==> config.mk <==
export PLATFORM = sky130hd
export DESIGN_NAME = mem_stall_bridge
export DESIGN_NICKNAME = d
export VERILOG_FILES = /design/src/rtl/mips_pkg.sv /design/src/rtl/bus_timeout_counter.sv /design/src/rtl/mem_stall_bridge.sv
export SDC_FILE = /design/constraint.sdc
export NUM_CORES = 1
export LEC_CHECK = 0
export ABC_AREA = 1
export CELL_PAD_IN_SITES_DETAIL_PLACEMENT = 0
export CELL_PAD_IN_SITES_GLOBAL_PLACEMENT = 1
export CORE_UTILIZATION = 28
export DETAILED_ROUTE_END_ITERATION = 10
export PLACE_DENSITY_LB_ADDON = 0.1
export SYNTH_ARGS = -nofsm -noshare
export SYNTH_HDL_FRONTEND = slang
export SYNTH_SLANG_ARGS = --single-unit
==> constraint.sdc <==
create_clock -name clk -period 1.85 [get_ports clk]
set_input_delay 0.37 -clock clk [delete_from_list [all_inputs] [get_ports clk]]
set_output_delay 0.37 -clock clk [all_outputs]
set_load 0.05 [all_outputs]
==> src/rtl/mips_pkg.sv <==
// Shared types and defaults for the core's data-memory bridge.
package mips_pkg;

  typedef enum logic [1:0] {
    ST_IDLE     = 2'd0,
    ST_REQ      = 2'd1,
    ST_WAIT_RSP = 2'd2,
    ST_DONE     = 2'd3
  } bridge_state_t;

  localparam int unsigned TIMEOUT_DEF  = 255;
  localparam logic [31:0] ERR_DATA_DEF = 32'hDEADBEEF;

  // Counter width able to hold 0..t-1 (at least one bit).
  function automatic int cnt_width(input int unsigned t);
    return (t > 1) ? $clog2(t) : 1;
  endfunction

endpackage

==> src/rtl/bus_timeout_counter.sv <==
// Per-access cycle counter; expire flags the last permitted cycle.
module bus_timeout_counter
  import mips_pkg::*;
#(
  parameter int unsigned TIMEOUT = TIMEOUT_DEF
) (
  input  logic clk,
  input  logic rst,
  input  logic clear,
  input  logic enable,
  output logic expire
);

  localparam int CW = cnt_width(TIMEOUT);

  logic [CW-1:0] cnt;

  // Count cycles while enabled; clear restarts the budget for a new access.
  always_ff @(posedge clk) begin
    if (rst || clear) cnt <= '0;
    else if (enable)  cnt <= cnt + 1'b1;
  end

  assign expire = enable && (cnt == CW'(TIMEOUT - 1));

endmodule

==> src/rtl/mem_stall_bridge.sv <==
// Stalls the single-cycle core while a data access runs on a valid/ready bus.
module mem_stall_bridge
  import mips_pkg::*;
#(
  parameter int unsigned TIMEOUT  = TIMEOUT_DEF,
  parameter logic [31:0] ERR_DATA = ERR_DATA_DEF
) (
  input  logic        clk,
  input  logic        rst,
  input  logic [31:0] cpu_addr,
  input  logic [31:0] cpu_wdata,
  input  logic        cpu_mem_read,
  input  logic        cpu_mem_write,
  output logic [31:0] cpu_rdata,
  output logic        cpu_stall,
  output logic        ext_req_valid,
  input  logic        ext_req_ready,
  output logic        ext_we,
  output logic [31:0] ext_addr,
  output logic [31:0] ext_wdata,
  input  logic        ext_rsp_valid,
  input  logic [31:0] ext_rsp_data,
  input  logic        ext_rsp_error,
  output logic        bus_err,
  output logic        timed_out
);

  bridge_state_t state_q, state_d;
  logic access, expire, cnt_clr, cnt_en, rsp_evt, tmo_evt;

  assign access  = cpu_mem_read | cpu_mem_write;
  assign cnt_en  = (state_q == ST_REQ) || (state_q == ST_WAIT_RSP);
  assign cnt_clr = (state_q == ST_IDLE) && access;
  // A response in the expiry cycle completes normally; only WAIT_RSP accepts one.
  assign rsp_evt = (state_q == ST_WAIT_RSP) && ext_rsp_valid;
  assign tmo_evt = expire && !rsp_evt;

  bus_timeout_counter #(.TIMEOUT(TIMEOUT)) u_tmo (
    .clk    (clk),
    .rst    (rst),
    .clear  (cnt_clr),
    .enable (cnt_en),
    .expire (expire)
  );

  // State register.
  always_ff @(posedge clk) begin
    if (rst) state_q <= ST_IDLE;
    else     state_q <= state_d;
  end

  // Next-state logic; timeout in REQ wins over a same-cycle ready.
  always_comb begin
    state_d = state_q;
    case (state_q)
      ST_IDLE:     if (access) state_d = ST_REQ;
      ST_REQ:      if (expire) state_d = ST_DONE;
                   else if (ext_req_ready) state_d = ST_WAIT_RSP;
      ST_WAIT_RSP: if (rsp_evt || tmo_evt) state_d = ST_DONE;
      ST_DONE:     state_d = ST_IDLE;
      default:     state_d = ST_IDLE;
    endcase
  end

  // Outputs decoded from state; DONE releases the core for one cycle.
  always_comb begin
    ext_req_valid = (state_q == ST_REQ);
    cpu_stall     = access && (state_q != ST_DONE);
  end

  // Request latches, load data register and sticky error flags.
  always_ff @(posedge clk) begin
    if (rst) begin
      ext_we    <= 1'b0;
      ext_addr  <= '0;
      ext_wdata <= '0;
      cpu_rdata <= '0;
      bus_err   <= 1'b0;
      timed_out <= 1'b0;
    end else begin
      if (cnt_clr) begin
        ext_we    <= cpu_mem_write;
        ext_addr  <= cpu_addr;
        ext_wdata <= cpu_wdata;
      end
      if (rsp_evt) begin
        cpu_rdata <= ext_rsp_data;
        if (ext_rsp_error) bus_err <= 1'b1;
      end else if (tmo_evt) begin
        cpu_rdata <= ERR_DATA;
        bus_err   <= 1'b1;
        timed_out <= 1'b1;
      end
    end
  end

endmodule

# After elaboration in Yosys (flattened, before gate mapping)
# Index checks and enable logic that the tools add are counted.
# op_classes
add_sub_neg	1
n_mul	0
n_div	0
n_lt_le_gt_ge	0
n_eq_ne	9
n_shift	0
muxes	10
n_bitwise	2
n_reduce_logical	14
# ops
cell	n
$mux 32	2
$add 8x1->8 const B	1
$eq 8x8->1 const B	1
$mux 2	4
$pmux 2 s4	1
$ne 2x2->1 const B	3
$logic_and 1x1->1	5
$eq 2x2->1 const B	2
$reduce_and 2->1	2
$logic_or 1x1->1	3
$mux 1	3
$ne 3x1->1 const B	1
$reduce_and 3->1	1
$eq 2x1->1 const B	1
$logic_not 2->1	1
$ne 2x1->1 const B	1
$reduce_bool 2->1	1
$logic_not 1->1	1
$not 1->1	1
$or 1x1->1	1
# word_totals
regBits	109
latchBits	0
mem_bits_rw	0
mem_bits_ro	0
out_inout_bits	101
n_memories	0

# Longest topological paths before layout
# Gate-level depths: netlist of the first run.
# logic_depth
depth_word	7
ltp_mapped	12
mapped_depth_nobuf	10

# Hierarchy
# Synthesis of the first run repeated with hierarchy kept, for this count alone.
# unflattened
hier_cells	512
area_unflattened_um2	4160.2
# modules_own_cells
mod	instances	cells_per_inst	area_per_inst_um2	seq_area_each_um2
mem_stall_bridge	1	460	3766.1	2021.9
bus_timeout_counter	1	52	394.1	160.2

# Least setup slack after synthesis of the first run
# OpenSTA, ideal clock, no wires.
# synth_timing
path_kind	register to register
start	register state_q[0]
end	register cpu_rdata[10]
t_arrival_ps	1499
slack_ps	233
path_stages_with_launch	11
n_path_buf	2
path_cell_list	dfxtp_1 inv_1 ha_1 buf_4 nand2_4 nor2_4 nand2_2 nand2_2 buf_4 o221ai_1 inv_1
# synth_via
elab_chain_cells	5
# synth_lines
item	line	source
start, declared	mem_stall_bridge.sv:28	bridge_state_t state_q, state_d;
start signal, assigned	mem_stall_bridge.sv:49	else state_q <= state_d;
$eq 2x1->1 or $eq 2x2->1 (tied branches)	mem_stall_bridge.sv:32	assign cnt_en = (state_q == ST_REQ) || (state_q == ST_WAIT_RSP);
$logic_or 1x1->1 (*)	mem_stall_bridge.sv:32	
named net cnt_en	mem_stall_bridge.sv:29	logic access, expire, cnt_clr, cnt_en, rsp_evt, tmo_evt;
$logic_and 1x1->1 (*)	bus_timeout_counter.sv:24	assign expire = enable && (cnt == CW'(TIMEOUT - 1));
$logic_and 1x1->1 (*)	mem_stall_bridge.sv:36	assign tmo_evt = expire && !rsp_evt;
$reduce_bool 2->1 (no source line) (*)	n/a	
end signal, assigned	mem_stall_bridge.sv:87	cpu_rdata <= ext_rsp_data;
end, declared	mem_stall_bridge.sv:14	output logic [31:0] cpu_rdata,
# Mark *: on every way through the listed nets, which the timed path passes. The rest lies on a longest branch.
# A chain may end at the register's enable or synchronous reset.

# Worst setup path in the final report of the first run
# layout_timing
start	register state_q[1]
end	output ext_req_valid
# layout_via
elab_chain_cells	1
# layout_lines
item	line	source
$eq 2x1->1	mem_stall_bridge.sv:67	ext_req_valid = (state_q == ST_REQ);
end, declared	mem_stall_bridge.sv:16	output logic ext_req_valid,
# Every way passes these cells.

==> flow_results.org, run 1 <==
** Clocking
- Clock-pin slew on the worst setup and hold paths :: around 0.07 ns
- Sink count of the clock tree :: ~110
- TritonCTS created 9 clock buffers.
- Number of buffers on the longest clock path :: 2
- The H-tree was split into 3 levels.
- Master cell of the clock root buffer :: sky130_fd_sc_hd__clkbuf_16
- In this run the post-CTS setup repair buffer count came out at 0.
- At the later pin of the worst-skew pair, clock insertion delay measures around 0.34 ns.
- The number of hold buffers added after CTS was 0.
- TritonCTS clock tree :: done
- Gates resized during post-CTS repair numbered 32.

** Critical path
- Worst path buffer plus inverter count :: 3
- Worst setup slack for register-to-register paths :: around 0.15 ns
- Crit path max-delay family :: flip-flops
- Category of the worst setup path capture point :: output pin
- Number of cells on the worst reg-to-reg path :: 9
- R2R Path End :: cpu_rdata[1]
- The worst setup path is launched from a flop.
- Along the worst path, the maximum fanout reaches 4.
- Worst EP required :: roughly 1.5 ns
- Crit path to :: ext_req_valid
- Data arrives at the worst endpoint at about 1.4 ns.
- WP depth :: 4
- Largest stage delay, worst path :: approximately 0.40 ns
- Library cell contributing the largest single delay on the critical path :: sky130_fd_sc_hd__dfxtp_1
- RR Startpoint :: state_q[1]
- Cells along the critical path :: inv_1 -> buf_4 -> ha_1 -> buf_12
- Critical Path Source :: state_q[1]
- The critical path in this run is classified as reg -> out.

** Final layout
- Filler cell count in the final layout :: roughly 1400
- Area delta synth->final :: 59.4%
- Summing all multi-input logic gate instances after layout gives about 1600 um^2.
- Number of nets in the finished design :: about 800
- Fraction of layout cells with a size suffix above 1 :: 0.161
- Area taken by flip-flops and latches :: between 2000 and 2500 um^2
- Non-filler cells in the finished layout :: just under 900

** Global route
- Global-route wire length before repair :: 18500 um
- Total congestion overflow after global routing :: 0
- Initial antenna violation count :: 1
- The number of global-route vias before repair is between 3000 and 4000.
- Entering global routing, the biggest net connects 41 pins.
- For this run, the total global-route usage over all layers was measured as 0.161.

** Pwr
- Pwr dens :: approximately 1700 nW/um^2
- The worst-case IR drop observed on VDD is a little under 0.7 mV.
- The analysis attributes to cell leakage a power of between 0.002 and 0.003 uW.

** Detailed routing
- The first routing iteration left 164 violations.
- Final routed wire length divided by cell count :: about 14 um
- The detail route stage leaves a number of antenna-violating nets equal to 0.
- In the routed layout, each cell is associated on average with a via count of 4.47.
- Number of vias after detailed routing :: around 4000
- Number of design rule violations left after detail routing :: 0
- Before antenna repair, the detailed router went through 4 iterations.
- Wires add up to between 10000 and 15000 um.

** Logic synthesis
- Sequential-to-total area share from yosys stat :: 0.543
- Area fraction of the dominant cell type after synthesis :: 0.543
- Ys flop type :: sky130_fd_sc_hd__dfxtp_1
- Top post-synthesis cells by area :: sky130_fd_sc_hd__dfxtp_1, sky130_fd_sc_hd__nor2_1, sky130_fd_sc_hd__o21ai_0, sky130_fd_sc_hd__o221ai_1, sky130_fd_sc_hd__inv_1
- Number of nets in the synthesized netlist :: between 500 and 600
- The Yosys step of the flow raised 0 warnings.
- After synthesis the cells add up to a little over 4000 um^2.
- The number of different library cells used by synthesis comes to 24.
- Synthesized area divided by synthesized cell count :: 8.24 um^2
- Share of flip-flops with an asynchronous set or reset :: 0
- Flip-flop and latch count after synthesis :: between 100 and 150
- In the synthesized netlist, the number of instances is 488.
- Of all cell types, the one taking the most synthesized area is sky130_fd_sc_hd__dfxtp_1.
- Counting flops with a built-in enable in the synthesized netlist gives 0.

** STA
- Setup repair after global routing left no endpoint under its margin.
- Of the available clock period, the critical path in the final layout requires 0.947.
- Post-Route Skew :: roughly 0.0042 ns
- Setup-violating endpoint count in the final report :: 0
- Max-Slew Margin vs Limit :: 0.660
- Time the worst path needs with I/O delays and setup :: 1.75 ns
- Static timing analysis puts the maximum clock frequency at around 570 MHz.
- Actual transition at the worst max-transition pin :: about 0.51 ns
- The number of pins with negative max-slew slack in the final report was 0.
- Adding up every negative setup slack in the final design gives 0 ns.
- Final hold vios :: 0

** Floorplan
- The floorplan has 43 rows.
- The core region is about 14000 um^2.
- Ports placed on the boundary :: 204
- Die outline height :: between 100 and 150 um
- Die width :: roughly 120 um
- For this configuration, the core starts out at a cell density of 0.289.
- DIE AREA :: 14800 um^2

** Run
- The tool flagged a number of max-cap violations equal to 0.

** Placement
- # port buffers :: about 200
- Hpwl dp :: between 8000 and 9000 um
- Routability cong. :: ~0.74
- Including well taps, the total number of placed cells is 855.

** Status
- The run finished with clean final reports.

** Min path
- Class of the worst hold path :: reg -> reg
-- tightest hold or removal path: cells and delay by family (launching register included) --
family / cells / cell delay (ns)
buffers and inverters: 1 / 0.05
AO/OA/AOI/OAI: 1 / 0.06
flip-flops: 1 / 0.31
-- stage by stage --
stage | util | instance area (um^2) | setup WS, ns | power (uW) | hold slack [ns]
floorplan | - | 4020 | 0.233 | 7070 | 0.422
CTS | 0.459 | 6400 | 0.0473 | 10700 | 0.472
finish | 0.460 | 6410 | 0.0985 | 10600 | 0.464
global route | 0.460 | 6410 | 0.0202 | 11200 | 0.482
detailed placement | 0.443 | 6180 | 0.0638 | 9050 | 0.461
global placement | 0.443 | 6180 | 0.124 | 8980 | 0.440
-- registers in the layout, indices dropped and copies added (netlist names) --
register	cells
u_tmo.cnt	8
state_q	2
ext_we	1
ext_wdata	32
timed_out	1
ext_addr	32
cpu_rdata	32
bus_err	1
-- cell type report --
class                   instances  share of cell area
flip-flops and latches        109               0.340
repair buffers                218               0.317
multi-input cells             310               0.244
clock buffers                  12              0.0369
well taps                     180              0.0351
inverters                      38              0.0223
clock inverters                 4             0.00371
diodes                          1            0.000390
-- cells in the mapped netlist, types with 2 or more instances --
cell type	instances
sky130_fd_sc_hd__nor2_1	144
sky130_fd_sc_hd__dfxtp_1	109
sky130_fd_sc_hd__o21ai_0	60
sky130_fd_sc_hd__inv_1	36
sky130_fd_sc_hd__nand2_1	27
sky130_fd_sc_hd__o221ai_1	24
sky130_fd_sc_hd__clkbuf_1	18
sky130_fd_sc_hd__a21oi_1	14
sky130_fd_sc_hd__nand3_1	12
sky130_fd_sc_hd__buf_2	8
sky130_fd_sc_hd__ha_1	7
sky130_fd_sc_hd__o21ai_1	7
sky130_fd_sc_hd__buf_4	4
sky130_fd_sc_hd__nand2_2	3
sky130_fd_sc_hd__xor2_1	3
sky130_fd_sc_hd__clkinv_1	2
sky130_fd_sc_hd__nand3_4	2
sky130_fd_sc_hd__nor2_4	2
-- power by group --
part | internal [uW] | switching (uW) | leakage, uW
Combinational | 1730 | 3760 | 0.00193
Clock | 915 | 855 | 0.000131
Sequential | 2980 | 335 | 0.000898
-- logic make-up (layout without fill, tap and decap cells) --
logic type,count (synthesis),in the layout,share of synthesized area
other cells,0,1,0
fa+ha+maj,7,7,0.0218
flops,109,109,0.543
simple gates,193,193,0.200
xor+xnor,3,3,0.00654
compound gates,107,107,0.157
buf+inv,69,272,0.0725
-- how the worst min path moves through the flow --
stage | end | slack (ns) | start | depth (start not counted)
after CTS | timed_out | 0.47 | timed_out | 2
after global routing | ext_we | 0.48 | ext_we | 2
after detailed placement | timed_out | 0.46 | timed_out | 2
final | timed_out | 0.46 | timed_out | 2
after global placement | u_tmo.cnt[4] | 0.44 | u_tmo.cnt[4] | 1
after floorplan | u_tmo.cnt[4] | 0.42 | u_tmo.cnt[4] | 1
-- placed cells by master, fill, tap and decap left out --
| master | synthesis | final |
|---|---|---|
| sky130_fd_sc_hd__nor2_4 | 2 | 2 |
| sky130_fd_sc_hd__a31oi_1 | 1 | 1 |
| sky130_fd_sc_hd__nor3b_1 | 1 | 1 |
| sky130_fd_sc_hd__inv_6 | 0 | 1 |
| sky130_fd_sc_hd__dlygate4sd2_1 | 0 | 32 |
| sky130_fd_sc_hd__ha_1 | 7 | 6 |
| sky130_fd_sc_hd__nand3_4 | 2 | 2 |
| sky130_fd_sc_hd__clkinv_2 | 0 | 3 |
| sky130_fd_sc_hd__clkdlybuf4s50_1 | 0 | 102 |
| sky130_fd_sc_hd__or2_2 | 1 | 1 |
| sky130_fd_sc_hd__dfxtp_1 | 109 | 109 |
| sky130_fd_sc_hd__inv_2 | 0 | 2 |
| sky130_fd_sc_hd__nand2_2 | 3 | 2 |
| sky130_fd_sc_hd__nand3_1 | 12 | 12 |
| sky130_fd_sc_hd__clkbuf_16 | 0 | 9 |
| sky130_fd_sc_hd__nand2_4 | 1 | 2 |
| sky130_fd_sc_hd__o21ai_4 | 0 | 1 |
| sky130_fd_sc_hd__o21ai_0 | 60 | 60 |
| sky130_fd_sc_hd__o21ai_1 | 7 | 7 |
| sky130_fd_sc_hd__buf_12 | 0 | 8 |
| sky130_fd_sc_hd__clkbuf_1 | 18 | 3 |
| sky130_fd_sc_hd__ha_2 | 0 | 1 |
| sky130_fd_sc_hd__xor2_1 | 3 | 3 |
| sky130_fd_sc_hd__o221ai_1 | 24 | 24 |
| sky130_fd_sc_hd__nor2_2 | 0 | 1 |
| sky130_fd_sc_hd__inv_1 | 36 | 35 |
| sky130_fd_sc_hd__nand2_1 | 27 | 27 |
| sky130_fd_sc_hd__clkinv_1 | 2 | 1 |
| sky130_fd_sc_hd__nor2_1 | 144 | 143 |
| sky130_fd_sc_hd__a21oi_1 | 14 | 14 |
| sky130_fd_sc_hd__diode_2 | 0 | 1 |
| sky130_fd_sc_hd__buf_4 | 4 | 76 |
-- metal layers --
| metal | routed length (um) | global-route usage | share of wire | vias up |
|---|---|---|---|---|
| met4 | 153 | 0.0502 | 0.013 | 0 |
| li1 | - | - | - | 1978 |
| met1 | 4950 | 0.183 | 0.42 | 1773 |
| met5 | 0 | 0 | 0 | - |
| met2 | 5680 | 0.265 | 0.48 | 133 |
| met3 | 1110 | 0.0768 | 0.093 | 10 |
No activity file was read; power rests on OpenSTA's default activity.
==> run 2: changes to the inputs <==
RECOVER_POWER = 50   (was default)
==> run 2 against run 1 <==
Utilization decreased by 1.9 points. Hold slack lost 0.00074 ns. Power fell by 3.9%. Die area is the same. Global-route usage unchanged. Combinational power is 7.3% lower. Register-to-register slack about the same. Routed wire length is 0.61% lower. Cell count is the same. Critical endpoint unchanged. Critical path type unchanged. Design area fell by 4.2%. Sequential share of layout area up 1.5 points.
==> flow_results.org, run 2 (same netlist as run 1, synthesis figures left out) <==
** Final layout
- Commonest non-fill, non-tap cells in the layout: sky130_fd_sc_hd__nor2_1, sky130_fd_sc_hd__dfxtp_1, sky130_fd_sc_hd__clkdlybuf4s50_1 (unchanged).
- The storage element area came to 2180 um^2 (unchanged).
- Area of combinational cells with multiple inputs :: 1560 um^2 (was 1570 um^2)
- The count of filler cells inserted in the layout came to 1448 (was 1393).
- Area delta synth->final :: 52.8% (was 59.4%)
- The post-layout net count is 796 (unchanged).
- The most frequent standard cell in the layout excluding fill and tap cells is sky130_fd_sc_hd__nor2_1 (unchanged).
- The final cell count without fillers came to 872 (unchanged).
- Regs by FF count :: cpu_rdata (32), ext_addr (32), ext_wdata (32) (unchanged)
- The layout cell share with drive strength beyond 1 was 0.0608 (was 0.161).

** STA
- Setup repair after global routing missed its margin :: false (unchanged)
- The highest clock frequency the design can meet is 572 MHz (was 571 MHz).
- Time the worst path needs with I/O delays and setup :: 1.75 ns (about the same)
- Final hold vios :: 0 (unchanged)
- The relative slew slack came to 0.559 (was 0.660).
- Worst hold slack :: 0.463 ns (was 0.464 ns)
- Actual transition at the worst max-transition pin :: 0.665 ns (was 0.512 ns)
- Setup TNS Final :: 0 ns (unchanged)
- Setup-violating endpoint count in the final report :: 0 (unchanged)
- Final Worst Setup Slack :: 0.102 ns (was 0.0985 ns)
- Post-route clock period utilization :: 0.945 (was 0.947)
- The worst clock skew on the final layout was 0.00413 ns (was 0.00419 ns).
- The number of pins with negative max-slew slack in the final report was 0 (unchanged).

** Critical path
- The kind of start point of the critical path is a flop (unchanged).
- Category of the worst setup path capture point :: output pin (unchanged)
- The path type of the worst setup path is reg -> out (unchanged).
- Worst EP required :: 1.48 ns (about the same)
- RR Startpoint :: state_q[0] (was state_q[1])
- The number of cells traversed by the worst register-to-register path came to 9 (unchanged).
- Critical Path Source :: state_q[1] (unchanged)
- Arrival @ worst endpoint :: 1.38 ns (about the same)
- Maximum fanout along the worst path :: 4 (unchanged)

** Placement
- Worst slack, placed :: 0.0638 ns (unchanged)
- The number of port buffers was 203 (unchanged).
- The estimated wirelength of the detail-placed design was 8510 um (unchanged).
- The routability congestion estimate from global placement came to 0.739 (unchanged).
- Cell count after placement :: 855 (unchanged)

** Pwr
- Pwr dens :: 1660 nW/um^2 (was 1650 nW/um^2)
- Internal power of the cells :: 5250 uW (was 5620 uW)
- The portion of total power attributed to combinational logic was 0.501 (was 0.519).
- The fraction of power spent switching nets came to 0.484 (was 0.468).
- Power share of the clock group :: 0.174 (was 0.167)
- The net switching power came to 4920 uW (was 4950 uW).
- Leakage power summed over all cells :: 0.00268 uW (was 0.00296 uW)
- Fraction of power consumed by sequential logic :: 0.325 (was 0.314)
- The highest ir drop seen on vdd is 0.679 mV (was 0.689 mV).
- Power consumption :: 10200 uW (was 10600 uW)

** Global route
- Largest net degree at the start of global routing :: 41 (unchanged)
- Global Route Usage Sum :: 0.161 (unchanged)
- Initial antenna violation count :: 1 (unchanged)
- Global-route wire length before repair :: 18500 um (unchanged)
- The number of global-route vias before repair is 3729 (unchanged).
- The total global routing overflow came to 0 (unchanged).

** Clocking
- The clock input transition at the sequential cells of the worst setup and hold paths came to 0.07 ns (about the same).
- The number of buffers created by CTS is 9 (unchanged).
- The clock latency on the worst-skew pair came to 0.34 ns (about the same).
- The number of buffers inserted by post-CTS setup repair came to 0 (unchanged).
- The number of sinks on the clock net is 109 (unchanged).
- The depth of the CTS H-tree came to 3 (unchanged).
- Number of buffers on the longest clock path :: 2 (unchanged)
- The buffer cell driving the clock tree root is sky130_fd_sc_hd__clkbuf_16 (unchanged).
- The CTS tree was done (unchanged).

** Floorplan
- The number of rows in the core area came to 43 (unchanged).
- The vertical die dimension is 122 um (unchanged).
- Ports placed on the boundary :: 204 (unchanged)
- The effective utilization at floorplan came to 0.289 (unchanged).
- DIE AREA :: 14800 um^2 (unchanged)
- The overall die width is 122 um (unchanged).
- Core Region :: 13900 um^2 (unchanged)

** Detailed routing
- Detailed-routing iteration count for the pre-antenna-repair pass :: 4 (unchanged)
- The post-detailed-routing wire length came to 11800 um (was 11900 um).
- The post-detailed-route via-to-cell ratio was 4.46 (was 4.47).
- Count of nets left with antenna violations after detail routing :: 0 (unchanged)
- The wire length per cell came to 13.6 um (about the same).
- Number of DRC markers in iteration 0 :: 175 (was 164)
- Number of design rule violations left after detail routing :: 0 (unchanged)
- Number of vias after detailed routing :: 3887 (was 3894)

** Min path
- Hold Path Origin :: timed_out (unchanged)
- The count of cells along the worst hold path is 2 (unchanged).
- The worst hold-check path type was reg -> reg (unchanged).

** Run
- Number of max-cap violations :: 0 (unchanged)

** Status
- Status: finished, final reports clean (unchanged).
run 2: worst paths after layout:
path	end	slack, ns
setup reg to reg	cpu_rdata[1]	0.14
hold / removal	timed_out	0.46
hold reg to reg	timed_out	0.46
setup / recovery	ext_req_valid	0.10
run 2: routing by layer:
metal	global-route usage	vias to the layer above	part of all wire	wire length, um
met5	0	-	0	0
met2	0.265	125	0.48	5680
met3	0.0768	10	0.090	1070
li1	-	1978	-	-
met4	0.0502	0	0.013	153
met1	0.183	1774	0.42	4920
run 2: layout make-up:
class                      instances  share of cell area
antenna                            1            0.000407
clock buffer                      12              0.0385
clock inverter                     4             0.00387
inverter                          38              0.0232
multi-input combinational        310               0.254
sequential                       109               0.355
tap                              180              0.0367
timing repair buffer             218               0.288
run 2: worst max-delay path, stage by stage (launching register included):
cell and delay [ns]:
sky130_fd_sc_hd__dfxtp_1 0.39, sky130_fd_sc_hd__inv_1 0.08, sky130_fd_sc_hd__buf_4 0.15, sky130_fd_sc_hd__ha_1 0.24, sky130_fd_sc_hd__buf_12 0.17
run 2: power by group through the flow:
| stage | combinational, uW | clock, uW | sequential, uW |
|---|---|---|---|
| after floorplan | 1700 | 0 | 5370 |
| after global placement | 5620 | 0 | 3350 |
| after detailed placement | 5670 | 0 | 3370 |
| after CTS | 5550 | 1850 | 3320 |
| after global routing | 5490 | 1940 | 3390 |
| final | 5090 | 1770 | 3310 |
run 2: what timing repair did:
item                       in CTS  in global routing
hold buffers                    0                  0
gates cloned                    0                  0
setup endpoints to repair      32                 26
resized for setup              32                  3
run 2: stage by stage:
stage	utilization	instance area, um^2
after floorplan	-	4020
after global placement	0.443	6180
after detailed placement	0.443	6180
after CTS	0.459	6400
after global routing	0.441	6140
final	0.441	6140
==> run 3: changes to the inputs <==
SETUP_SLACK_MARGIN = 0.05   (was default)
==> run 3 against run 2 <==
Maximum frequency is 3.2% higher. Non-clock buffer count stayed put. Sequential cell count stayed put. Sequential share of layout area hardly changed. Via count is 0.18% higher. Die area stayed put. Global-route usage hardly changed. Clock-buffer cell count stayed put. Setup slack better by 0.055 ns. Largest cell class unchanged. Critical path depth stayed put. Clock skew hardly changed.
==> flow_results.org, run 3 (same netlist as run 1, synthesis figures left out) <==
** Clocking
- Clock latency on the worst-skew pair :: 0.34 ns (about the same)
- Number of H-tree levels :: 3 (unchanged)
- Number of CTS-inserted buffers :: 9 (unchanged)
- The number of hold buffers added after CTS was 0 (unchanged).
- TritonCTS clock tree :: done (unchanged)
- The number of sinks on the clock net came to 109 (unchanged).
- The buffer cell driving the clock tree root was sky130_fd_sc_hd__clkbuf_16 (unchanged).
- The maximum clock insertion buffer count was 2 (unchanged).
- The clock input transition at the sequential cells of the worst setup and hold paths was 0.07 ns (about the same).

** Final layout
- Commonest non-fill, non-tap cells in the layout: sky130_fd_sc_hd__nor2_1, sky130_fd_sc_hd__dfxtp_1, sky130_fd_sc_hd__clkdlybuf4s50_1 (unchanged).
- Most common cell after layout, fill and taps aside :: sky130_fd_sc_hd__nor2_1 (unchanged)
- Area delta synth->final :: 52.8% (unchanged)
- The post-layout utilization of the core was 0.441 (unchanged).
- The count of filler cells inserted in the layout came to 1449 (was 1448).
- Number of nets in the finished design :: 796 (unchanged)
- Regs by FF count :: cpu_rdata (32), ext_addr (32), ext_wdata (32) (unchanged)
- The layout cell share with drive strength beyond 1 came to 0.0608 (unchanged).

** STA
- Setup-violating endpoint count in the final report :: 0 (unchanged)
- The worst clock skew on the final layout is 0.00378 ns (was 0.00413 ns).
- The number of hold-slack violations in the final timing report came to 0 (unchanged).
- The minimum period implied by the final worst setup slack was 1.69 ns (was 1.75 ns).
- The setup TNS came to 0 ns (unchanged).
- Maximum clock frequency :: 591 MHz (was 572 MHz)
- The measured slew at the worst slew-check pin was 0.665 ns (unchanged).
- The share of the clock period used by the worst path is 0.915 (was 0.945).
- The relative slew slack came to 0.559 (unchanged).
- Setup repair after global routing missed its margin: false (unchanged).
- Number of pins exceeding their max-slew limit in the final report :: 0 (unchanged)

** Global route
- The global-route wire length before repair came to 18500 um (about the same).
- Largest net degree at the start of global routing :: 41 (unchanged)
- Initial antenna violation count :: 1 (unchanged)
- The total global routing overflow is 0 (unchanged).
- The overall global routing resource usage was 0.161 (about the same).
- Vias in the first global route :: 3730 (was 3729)

** Pwr
- The highest ir drop seen on vdd was 0.680 mV (was 0.679 mV).
- The standby leakage power was 0.00268 uW (about the same).
- Pwr dens :: 1660 nW/um^2 (about the same)

** Placement
- # port buffers :: 203 (unchanged)
- The routability congestion estimate from global placement was 0.739 (unchanged).
- The estimated wirelength of the detail-placed design was 8510 um (unchanged).

** Detailed routing
- The total iterations of the first detailed-routing run came to 4 (unchanged).
- The post-detailed-route via-to-cell ratio was 4.47 (was 4.46).
- Number of design rule violations left after detail routing :: 0 (unchanged)
- The number of nets with antenna violations after detailed routing came to 0 (unchanged).
- Final routed wire length divided by cell count :: 13.6 um (about the same)
- Number of DRC markers in iteration 0 :: 175 (unchanged)
- The number of vias in the routed layout was 3894 (was 3887).
- Final wirelength :: 11800 um (about the same)

** Floorplan
- DIE AREA :: 14800 um^2 (unchanged)
- Die width :: 122 um (unchanged)
- The vertical die dimension was 122 um (unchanged).
- The effective utilization at floorplan was 0.289 (unchanged).
- Ports placed on the boundary :: 204 (unchanged)
- Core Region :: 13900 um^2 (unchanged)
- The number of rows in the core area came to 43 (unchanged).

** Critical path
- RR Startpoint :: state_q[0] (unchanged)
- Arrival @ worst endpoint :: 1.32 ns (was 1.38 ns)
- Category of the worst setup path capture point :: output pin (unchanged)
- The source of the critical timing path is state_q[1] (unchanged).
- Critical path start-end classification :: reg -> out (unchanged)
- Maximum fanout along the worst path :: 4 (unchanged)
- The data required time at the worst endpoint came to 1.48 ns (about the same).
- The kind of start point of the critical path is a flop (unchanged).

** Min path
- The worst hold-check path type was reg -> reg (unchanged).
- The beginning of the worst hold path is timed_out (unchanged).

** Run
- The number of max-cap violations is 0 (unchanged).

** Status
- Status :: finished, final reports clean (unchanged)
run 3: stage by stage:
step | instances | hold WS (ns) | setup WS (ns) | instance area, um^2 | total power [uW]
2_1_floorplan | 488 | 0.422 | 0.233 | 4020 | 7070
3_3_place_gp | 855 | 0.440 | 0.124 | 6180 | 8980
3_5_place_dp | 855 | 0.461 | 0.0638 | 6180 | 9050
4_1_cts | 871 | 0.472 | 0.0930 | 6400 | 10700
5_1_grt | 871 | 0.481 | 0.0456 | 6140 | 10800
6_report | 872 | 0.463 | 0.157 | 6140 | 10200
run 3: power breakdown:
group / internal (uW) / leakage [uW] / total (uW) / switching (uW)
Sequential: 2990 / 0.000898 / 3310 / 324
Clock: 915 / 0.000131 / 1770 / 854
Combinational: 1360 / 0.00165 / 5100 / 3740
run 3: worst max-delay path, stage by stage, from the launching register on:
cell,delay (ns)
sky130_fd_sc_hd__dfxtp_2,0.36
sky130_fd_sc_hd__inv_1,0.06
sky130_fd_sc_hd__buf_4,0.14
sky130_fd_sc_hd__ha_1,0.24
sky130_fd_sc_hd__buf_12,0.17
run 3: final cells by class:
| type | instances | area (um^2) | area share |
|---|---|---|---|
| clock buffer | 12 | 236 | 0.0385 |
| clock inverter | 4 | 23.8 | 0.00387 |
| multi-input combinational | 310 | 1550 | 0.253 |
| timing repair buffer | 218 | 1780 | 0.289 |
| inverter | 38 | 143 | 0.0232 |
| sequential | 109 | 2180 | 0.356 |
| tap | 180 | 225 | 0.0367 |
| antenna | 1 | 2.50 | 0.000407 |
run 3: worst paths after layout:
kind	to	slack, ns	depth (start not counted)
worst min register to register	timed_out	0.46	2
worst max-delay path	ext_req_valid	0.16	4
worst min-delay path	timed_out	0.46	2
worst max register to register	cpu_rdata[1]	0.19	9
run 3: per-layer routing:
metal	up-vias	global-route usage	part of all wire
li1	1979	-	-
met1	1770	0.183	0.42
met2	135	0.265	0.48
met4	0	0.0502	0.013
met5	-	0	0
met3	10	0.0768	0.091
run 3: what timing repair did:
item / in CTS / in global routing
resized for setup: 33 / 4
buffers inserted: 0 / 0
pin swaps: 0 / 0
endpoints found under the setup margin: 33 / 24
cloned: 0 / 0
